===== src/rtl/ram_pkg.sv =====
// Shared constants for the parametrised RAM: read-during-write mode codes and
// the clear-sequencer state encoding.
package ram_pkg;

    localparam int RDW_WRITE_FIRST = 0;
    localparam int RDW_READ_FIRST  = 1;
    localparam int RDW_NO_CHANGE   = 2;

    typedef enum logic {
        ST_CLEAR = 1'b0,
        ST_IDLE  = 1'b1
    } state_t;

endpackage


===== src/rtl/ram_param_if.sv =====
// Access bus of the parametrised RAM: clear request, byte-enabled write,
// read request and the read-data return path.
interface ram_param_if #(
    parameter int DATA_W = 16,
    parameter int ADDR_W = 6
);
    logic                  i_clr;
    logic                  o_busy;
    logic                  i_we;
    logic [DATA_W/8-1:0]   i_be;
    logic                  i_re;
    logic [ADDR_W-1:0]     i_rwaddr;
    logic [DATA_W-1:0]     i_di;
    logic [DATA_W-1:0]     o_do;
    logic                  o_dvalid;

    modport master (
        output i_clr, i_we, i_be, i_re, i_rwaddr, i_di,
        input  o_busy, o_do, o_dvalid
    );

    modport slave (
        input  i_clr, i_we, i_be, i_re, i_rwaddr, i_di,
        output o_busy, o_do, o_dvalid
    );

endinterface


===== src/rtl/ram_clr_seq.sv =====
// Clear sequencer: walks every address once after reset or on request,
// holding the RAM busy until the last word has been written.
module ram_clr_seq
    import ram_pkg::*;
#(
    parameter int ADDR_W = 6
) (
    input  logic              clk,
    input  logic              rst,
    input  logic              i_clr,
    output logic              o_busy,
    output logic              o_clr_we,
    output logic [ADDR_W-1:0] o_clr_addr
);

    state_t            r_state;
    logic [ADDR_W-1:0] r_cnt;
    logic              r_busy;

    // FSM and address counter; busy is registered alongside the state
    // NOTE: sequential state uses non-blocking (<=) so every register samples
    // pre-edge values and simulation matches the synthesized flops.
    always_ff @(posedge clk or posedge rst) begin
        if (rst) begin
            r_state <= ST_CLEAR;
            r_cnt   <= '0;
            r_busy  <= 1'b1;
        end else begin
            case (r_state)
                ST_CLEAR: begin
                    if (r_cnt == {ADDR_W{1'b1}}) begin
                        r_state <= ST_IDLE;
                        r_busy  <= 1'b0;
                        r_cnt   <= '0;
                    end else begin
                        r_cnt <= r_cnt + ADDR_W'(1);
                    end
                end
                ST_IDLE: begin
                    if (i_clr) begin
                        r_state <= ST_CLEAR;
                        r_busy  <= 1'b1;
                        r_cnt   <= '0;
                    end
                end
                default: begin
                    r_state <= ST_CLEAR;
                    r_busy  <= 1'b1;
                    r_cnt   <= '0;
                end
            endcase
        end
    end

    assign o_busy     = r_busy;
    assign o_clr_we   = r_busy;
    assign o_clr_addr = r_cnt;

endmodule


===== src/rtl/ram_param.sv =====
// Parametrised single-port synchronous RAM with byte enables, selectable
// read-during-write behaviour, optional output register and clear sequencer.
module ram_param
    import ram_pkg::*;
#(
    parameter int              DATA_W    = 16,
    parameter int              ADDR_W    = 6,
    parameter int              RDW_MODE  = 0,
    parameter int              OUT_REG   = 0,
    parameter logic [DATA_W-1:0] CLEAR_VAL = '0
) (
    input  logic       clk,
    input  logic       rst,
    ram_param_if.slave bus
);

    localparam int DEPTH = 2**ADDR_W;
    localparam int NB    = DATA_W / 8;

    if (DATA_W % 8 != 0) begin : g_bad_width
        $error("ram_param: DATA_W must be a multiple of 8");
    end

    logic              w_busy;
    logic              w_clr_we;
    logic [ADDR_W-1:0] w_clr_addr;
    logic              w_user_ok;
    logic              w_user_we;
    logic              w_user_re;
    logic [DATA_W-1:0] w_old;
    logic [DATA_W-1:0] w_merged;
    logic [DATA_W-1:0] r_mem [DEPTH];
    logic [DATA_W-1:0] r_rd_data;
    logic              r_rd_valid;

    ram_clr_seq #(
        .ADDR_W (ADDR_W)
    ) u_clr_seq (
        .clk        (clk),
        .rst        (rst),
        .i_clr      (bus.i_clr),
        .o_busy     (w_busy),
        .o_clr_we   (w_clr_we),
        .o_clr_addr (w_clr_addr)
    );

    assign bus.o_busy = w_busy;

    // User accesses are dropped while clearing and in the cycle a clear starts.
    assign w_user_ok = !w_busy && !bus.i_clr;
    assign w_user_we = w_user_ok && bus.i_we;
    assign w_user_re = w_user_ok && bus.i_re;
    assign w_old     = r_mem[bus.i_rwaddr];

    // Word as it will look after this cycle's write (old bytes where be=0)
    // NOTE: a default assignment before the loop keeps this purely
    // combinational; without it unselected bytes would infer latches.
    always_comb begin
        w_merged = w_old;
        for (int i = 0; i < NB; i++) begin
            if (bus.i_be[i]) begin
                w_merged[8*i +: 8] = bus.i_di[8*i +: 8];
            end
        end
    end

    // Array write port, shared between the clear sequencer and the user
    // NOTE: the array has no reset so it maps onto block RAM; known content
    // comes from the clear sequencer instead.
    always_ff @(posedge clk) begin
        if (w_clr_we) begin
            r_mem[w_clr_addr] <= CLEAR_VAL;
        end else if (w_user_we) begin
            for (int i = 0; i < NB; i++) begin
                if (bus.i_be[i]) begin
                    r_mem[bus.i_rwaddr][8*i +: 8] <= bus.i_di[8*i +: 8];
                end
            end
        end
    end

    // First read stage with read-during-write selection; data holds when idle
    always_ff @(posedge clk or posedge rst) begin
        if (rst) begin
            r_rd_data  <= '0;
            r_rd_valid <= 1'b0;
        end else if (w_user_re) begin
            if (w_user_we && RDW_MODE == RDW_NO_CHANGE) begin
                r_rd_valid <= 1'b0;
            end else begin
                r_rd_valid <= 1'b1;
                r_rd_data  <= (w_user_we && RDW_MODE == RDW_WRITE_FIRST) ? w_merged : w_old;
            end
        end else begin
            r_rd_valid <= 1'b0;
        end
    end

    if (OUT_REG != 0) begin : g_out_reg
        logic [DATA_W-1:0] r_out_data;
        logic              r_out_valid;

        // Optional output pipeline stage; only valid reads update the data
        always_ff @(posedge clk or posedge rst) begin
            if (rst) begin
                r_out_data  <= '0;
                r_out_valid <= 1'b0;
            end else begin
                r_out_valid <= r_rd_valid;
                if (r_rd_valid) begin
                    r_out_data <= r_rd_data;
                end
            end
        end

        assign bus.o_do     = r_out_data;
        assign bus.o_dvalid = r_out_valid;
    end else begin : g_no_out_reg
        assign bus.o_do     = r_rd_data;
        assign bus.o_dvalid = r_rd_valid;
    end

endmodule


===== src/flat_wrapper.sv =====
// flat-port wrapper written by rule: the top's interface ports become plain ports
module ram_param_flat import ram_pkg::*;
#(
    parameter int              DATA_W    = 16,
    parameter int              ADDR_W    = 6,
    parameter int              RDW_MODE  = 0,
    parameter int              OUT_REG   = 0,
    parameter logic [DATA_W-1:0] CLEAR_VAL = '0
)
  (clk, rst, bus_i_clr, bus_i_we, bus_i_be, bus_i_re, bus_i_rwaddr, bus_i_di, bus_o_busy, bus_o_do, bus_o_dvalid);
  ram_param_if #(.DATA_W(DATA_W), .ADDR_W(ADDR_W)) bus_i ();
  input  logic clk;
  input  logic rst;
  input wire logic [$bits(bus_i.i_clr)-1:0] bus_i_clr;
  input wire logic [$bits(bus_i.i_we)-1:0] bus_i_we;
  input wire logic [$bits(bus_i.i_be)-1:0] bus_i_be;
  input wire logic [$bits(bus_i.i_re)-1:0] bus_i_re;
  input wire logic [$bits(bus_i.i_rwaddr)-1:0] bus_i_rwaddr;
  input wire logic [$bits(bus_i.i_di)-1:0] bus_i_di;
  output wire logic [$bits(bus_i.o_busy)-1:0] bus_o_busy;
  output wire logic [$bits(bus_i.o_do)-1:0] bus_o_do;
  output wire logic [$bits(bus_i.o_dvalid)-1:0] bus_o_dvalid;
  assign bus_i.i_clr = bus_i_clr;
  assign bus_i.i_we = bus_i_we;
  assign bus_i.i_be = bus_i_be;
  assign bus_i.i_re = bus_i_re;
  assign bus_i.i_rwaddr = bus_i_rwaddr;
  assign bus_i.i_di = bus_i_di;
  assign bus_o_busy = bus_i.o_busy;
  assign bus_o_do = bus_i.o_do;
  assign bus_o_dvalid = bus_i.o_dvalid;
  ram_param #(.DATA_W(DATA_W), .ADDR_W(ADDR_W), .RDW_MODE(RDW_MODE), .OUT_REG(OUT_REG), .CLEAR_VAL(CLEAR_VAL)) u_core (.clk(clk), .rst(rst), .bus(bus_i));
endmodule

===== config.mk =====
export PLATFORM = sky130hd
export DESIGN_NAME = ram_param_flat
export DESIGN_NICKNAME = d
export VERILOG_FILES = /design/src/rtl/ram_pkg.sv /design/src/rtl/ram_param_if.sv /design/src/rtl/ram_clr_seq.sv /design/src/rtl/ram_param.sv /design/src/flat_wrapper.sv
export SDC_FILE = /design/constraint.sdc
export NUM_CORES = 1
export LEC_CHECK = 0
export CAP_MARGIN = 15
export CORE_UTILIZATION = 50
export CTS_BUF_LIST = sky130_fd_sc_hd__clkbuf_4 sky130_fd_sc_hd__clkbuf_8
export DETAILED_ROUTE_END_ITERATION = 16
export PLACE_DENSITY_LB_ADDON = 0.08
export SLEW_MARGIN = 0
export SYNTH_ARGS = -nofsm -noshare
export SYNTH_HDL_FRONTEND = slang
export SYNTH_SLANG_ARGS = --single-unit
export TNS_END_PERCENT = 20

===== constraint.sdc =====
create_clock -name clk -period 2.95 [get_ports clk]
set_input_delay 0.295 -clock clk [delete_from_list [all_inputs] [get_ports clk]]
set_output_delay 0.295 -clock clk [all_outputs]
set_load 0.05 [all_outputs]

==> impl_results.md <==
- Final hold slack: 0.1400 ns
- Syn_area_per_cell: 20.89 um2
- Result of the run: complete, no violations
- Number of DRC violations after detailed-routing iteration 0: 2134
- Critical path, cell by cell: nor2_1, o211a_1, or3_1, a21boi_0, or3_1, nor2_1, buf_4
- Total of buffers placed on input and output ports: 46
- Final-report hold violation count: 0
- Top library cells by usage in the layout, fill and taps aside: 1024 x sky130_fd_sc_hd__edfxtp_1, 299 x sky130_fd_sc_hd__buf_4, 268 x sky130_fd_sc_hd__mux4_2
- Setup crit start kind: register
- Clock share of power: 34.3%
- Die extent in x: 289.5 um
- Post-layout power: 34.79 mW
- CTS root buffer: sky130_fd_sc_hd__clkbuf_8
- Endpoint required time on the critical path: 3.44 ns
- Initial antenna violation count: 1
- Time the final worst path needs with I/O delays and setup: 2.633 ns
- Die Outline Area: 83820 um2
- Global routing usage on met1: 37.89%
- Nets@finish: 2438
- Top-level I/O count: 47
- Proportion of synthesized chip area in sequential cells: 75.91%
- Fillers: 6070
- Gate count after technology mapping: 1979
- Instance area after placement: 45460 um2
- Most utilized layer in the global route result: met2
- Number of buffers and inverters on the critical path: 1
- TritonCTS clock tree: done
- Worst path slowest cell: sky130_fd_sc_hd__or3_1
- Number of maximum-capacitance constraint violations: 0
- Layout overhead on the synthesized area: 17.73%
- Core area: 81980 um2
- Wire length per cell: 28.90 um
- Unrepaired setup endpoints after global routing: false
- Number of flops mapped to enable cells by yosys: 1024
- Longest individual stage delay on the worst path: 0.57 ns
- Max Transition Viols Final: 0
- Power per Cell Area: 714.9 nW/um2
- CP max FO: 8
- Slew at the pin with the worst max-slew slack: 0.8531 ns
- Total global routing track utilization: 25.67%
- Combinational cell fraction of total power: 14.9%
- Met3 usage in global routing: 5.165%
- GR met2 Demand/Resource: 39.66%
- Worst-Skew Late Latency: 0.79 ns
- Drt via density: 5.924
- Cell Int Power: 25.69 mW
- Category of the worst setup path capture point: register
- Detailed-route via count: 21.36k
- Post-synth top area cell: sky130_fd_sc_hd__edfxtp_1
- Worst slew slack as a fraction of its limit: 42.92%
- Arrival time at the worst endpoint: 3.13 ns
- Most frequent standard cell in the layout excluding fill and tap cells: sky130_fd_sc_hd__edfxtp_1
- Vertical die dimension: 289.5 um
- Layout cell share with drive strength beyond 1: 35.31%
- Kind of cell adding the most delay to the critical path: simple AND/OR/NAND/NOR gates
- Final clock period utilization by the worst path: 89.24%
- Final non-filler cell area: 48660 um2
- GRT Residual Overflow: 0
- Initial core utilization: 50.42%
- Distinct cells, synth: 53
- Net switching share of the total power: 26.16%
- Synthesis-stage register bit count: 1049
- Clock slew at reported path FFs: 0.06 ns
- Leakage power summed over all cells: 16.47 nW
- Switching power: 9.100 mW
- Worst vdd rail ir drop: 0.4289 mV
- Number of endpoints failing setup at the final stage: 0
- Pin count of the biggest net entering global routing: 65
- H-tree levels: 4
- First-pass GRT wire length: 152400 um
- Buffers from clock root to sink, at most: 3
- Synth async-reset ratio: 2.383%
- Yosys Warn Count: 0
- Inserted Clock Buffers: 166
- Launch instance of the worst min-delay path: bus_i_di[1]
- Min-delay worst type: input pin to register
- Synth top area share: 74.39%
- Skew final: 0.02897 ns
- Number of sinks handled by clock tree synthesis: 1049
- Detailed-route DRC error count: 0
- Nets in the synthesized netlist: 2009
- Total iterations of the first detailed-routing run: 7
- Gpl congestion: 0.8768
- Sequential Power Share: 50.8%
- HPWL reported at the end of detailed placement: 66890 um
- Max Freq: 0.3799 GHz
- Vias in the first global route: 22.14k
- Most area-consuming cells after synthesis: sky130_fd_sc_hd__edfxtp_1 74%, sky130_fd_sc_hd__mux4_2 15%, sky130_fd_sc_hd__dfrtp_1 1.5%
- R2R Path Start: u_core.u_clr_seq.o_busy$_DFFE_PP1P_
- Number of nets with antenna violations after detailed routing: 0
- Final wirelength: 104200 um
- Netlist area before placement: 41330 um2
- Critical path startpoint: u_core.u_clr_seq.o_busy$_DFFE_PP1P_
- Leading register cell type out of synthesis: sky130_fd_sc_hd__edfxtp_1
- Critical path class: register to register
- Row count: 105
==> area by class of cell <==
class,count,area (um2),area share [%]
inverters,5,18.77,0.03857
clock buffers,216,2704,5.556
well taps,1070,1339,2.751
diodes,1,2.502,0.005142
flip-flops and latches,1049,31380,64.48
repair buffers,383,3456,7.102
multi-input cells,803,9279,19.07
clock inverters,79,488.0,1.003
==> power groups by stage <==
| stage | Sequential, mW | Combinational, mW | Clock (mW) |
|---|---|---|---|
| final | 17.7 | 5.17 | 11.9 |
| after global routing | 17.7 | 5.47 | 12.8 |
| after CTS | 17.7 | 5.19 | 12.2 |
| after detailed placement | 18.0 | 5.17 | 0 |
| after global placement | 17.9 | 5.13 | 0 |
| after floorplan | 18.2 | 2.27 | 0 |
==> synth_stat cells (18+ instances only) <==
| master | n |
|---|---|
| sky130_fd_sc_hd__o22ai_1 | 18 |
| sky130_fd_sc_hd__nor2_1 | 156 |
| sky130_fd_sc_hd__dfrtp_1 | 24 |
| sky130_fd_sc_hd__edfxtp_1 | 1024 |
| sky130_fd_sc_hd__nand3_1 | 20 |
| sky130_fd_sc_hd__mux4_2 | 268 |
| sky130_fd_sc_hd__or3_1 | 19 |
| sky130_fd_sc_hd__buf_2 | 23 |
| sky130_fd_sc_hd__a21oi_1 | 21 |
| sky130_fd_sc_hd__nand2_1 | 45 |
| sky130_fd_sc_hd__mux2i_1 | 57 |
| sky130_fd_sc_hd__clkbuf_1 | 65 |
==> cell families (layout without fill, tap and decap cells) <==
group | after synthesis | in the layout | share of synthesized area (%)
compound gates | 133 | 133 | 2.240
xor+xnor | 4 | 4 | 0.08477
fa+ha+maj | 1 | 1 | 0.03027
buf+inv | 127 | 683 | 1.689
flops | 1049 | 1049 | 75.91
mux | 340 | 340 | 16.39
other cells | 0 | 1 | 0
simple gates | 325 | 325 | 3.654
==> path summary, 6_finish.rpt <==
| check | endpoint | slack (ns) | depth (start not counted) |
|---|---|---|---|
| setup reg to reg | u_core.r_mem[49][15]$_DFFE_PP_ | 0.32 | 7 |
| hold / removal | u_core.bus.o_do[1]$_DFFE_PP0P_ | 0.14 | 3 |
| max in group asynchronous | u_core.bus.o_do[2]$_DFFE_PP0P_ | 2.15 | 4 |
| setup / recovery | u_core.r_mem[49][15]$_DFFE_PP_ | 0.32 | 7 |
| hold reg to reg | u_core.bus.o_do[2]$_DFFE_PP0P_ | 0.50 | 1 |
| min in group asynchronous | u_core.bus.o_do[8]$_DFFE_PP0P_ | 0.46 | 4 |
==> through the flow <==
stage | setup WS (ns) | TNS, ns | util (%) | instances
2_1_floorplan | 0.1348 | 0 | - | 1979
3_3_place_gp | -0.02695 | -0.2144 | 55.45 | 3309
3_5_place_dp | -0.03048 | -0.2249 | 55.45 | 3309
4_1_cts | 0.3038 | 0 | 59.36 | 3605
5_1_grt | 0.1977 | 0 | 59.36 | 3606
6_report | 0.3174 | 0 | 59.36 | 3606
==> sequential cells by signal (all words and copies together) (netlist names) <==
name / cells
u_core.u_clr_seq.r_state: 1
u_core.u_clr_seq.o_busy: 1
u_core.bus.o_dvalid: 1
u_core.bus.o_do: 16
u_core.u_clr_seq.o_clr_addr: 6
u_core.r_mem: 1024
==> worst reg2reg max path, cell delays in order (launching register included) <==
cell and delay, ns:
sky130_fd_sc_hd__dfstp_2 0.53, sky130_fd_sc_hd__nor2_1 0.06, sky130_fd_sc_hd__o211a_1 0.26, sky130_fd_sc_hd__or3_1 0.39, sky130_fd_sc_hd__a21boi_0 0.15, sky130_fd_sc_hd__or3_1 0.57
sky130_fd_sc_hd__nor2_1 0.20, sky130_fd_sc_hd__buf_4 0.18
==> repair_timing <==
item | 4_1_cts | 5_1_grt
hold buffers | 1 | 0
setup buffers | 0 | 0
gates resized for setup | 0 | 0
hold endpoints to repair | 24 | 0
==> metal layers <==
layer  wire length (um)  up-vias
met2              49540      794
li1                   -     9078
met5                  0        -
met1              45440    11357
met4               1896        0
met3               7355      132
(Power assumes the default switching activity.)
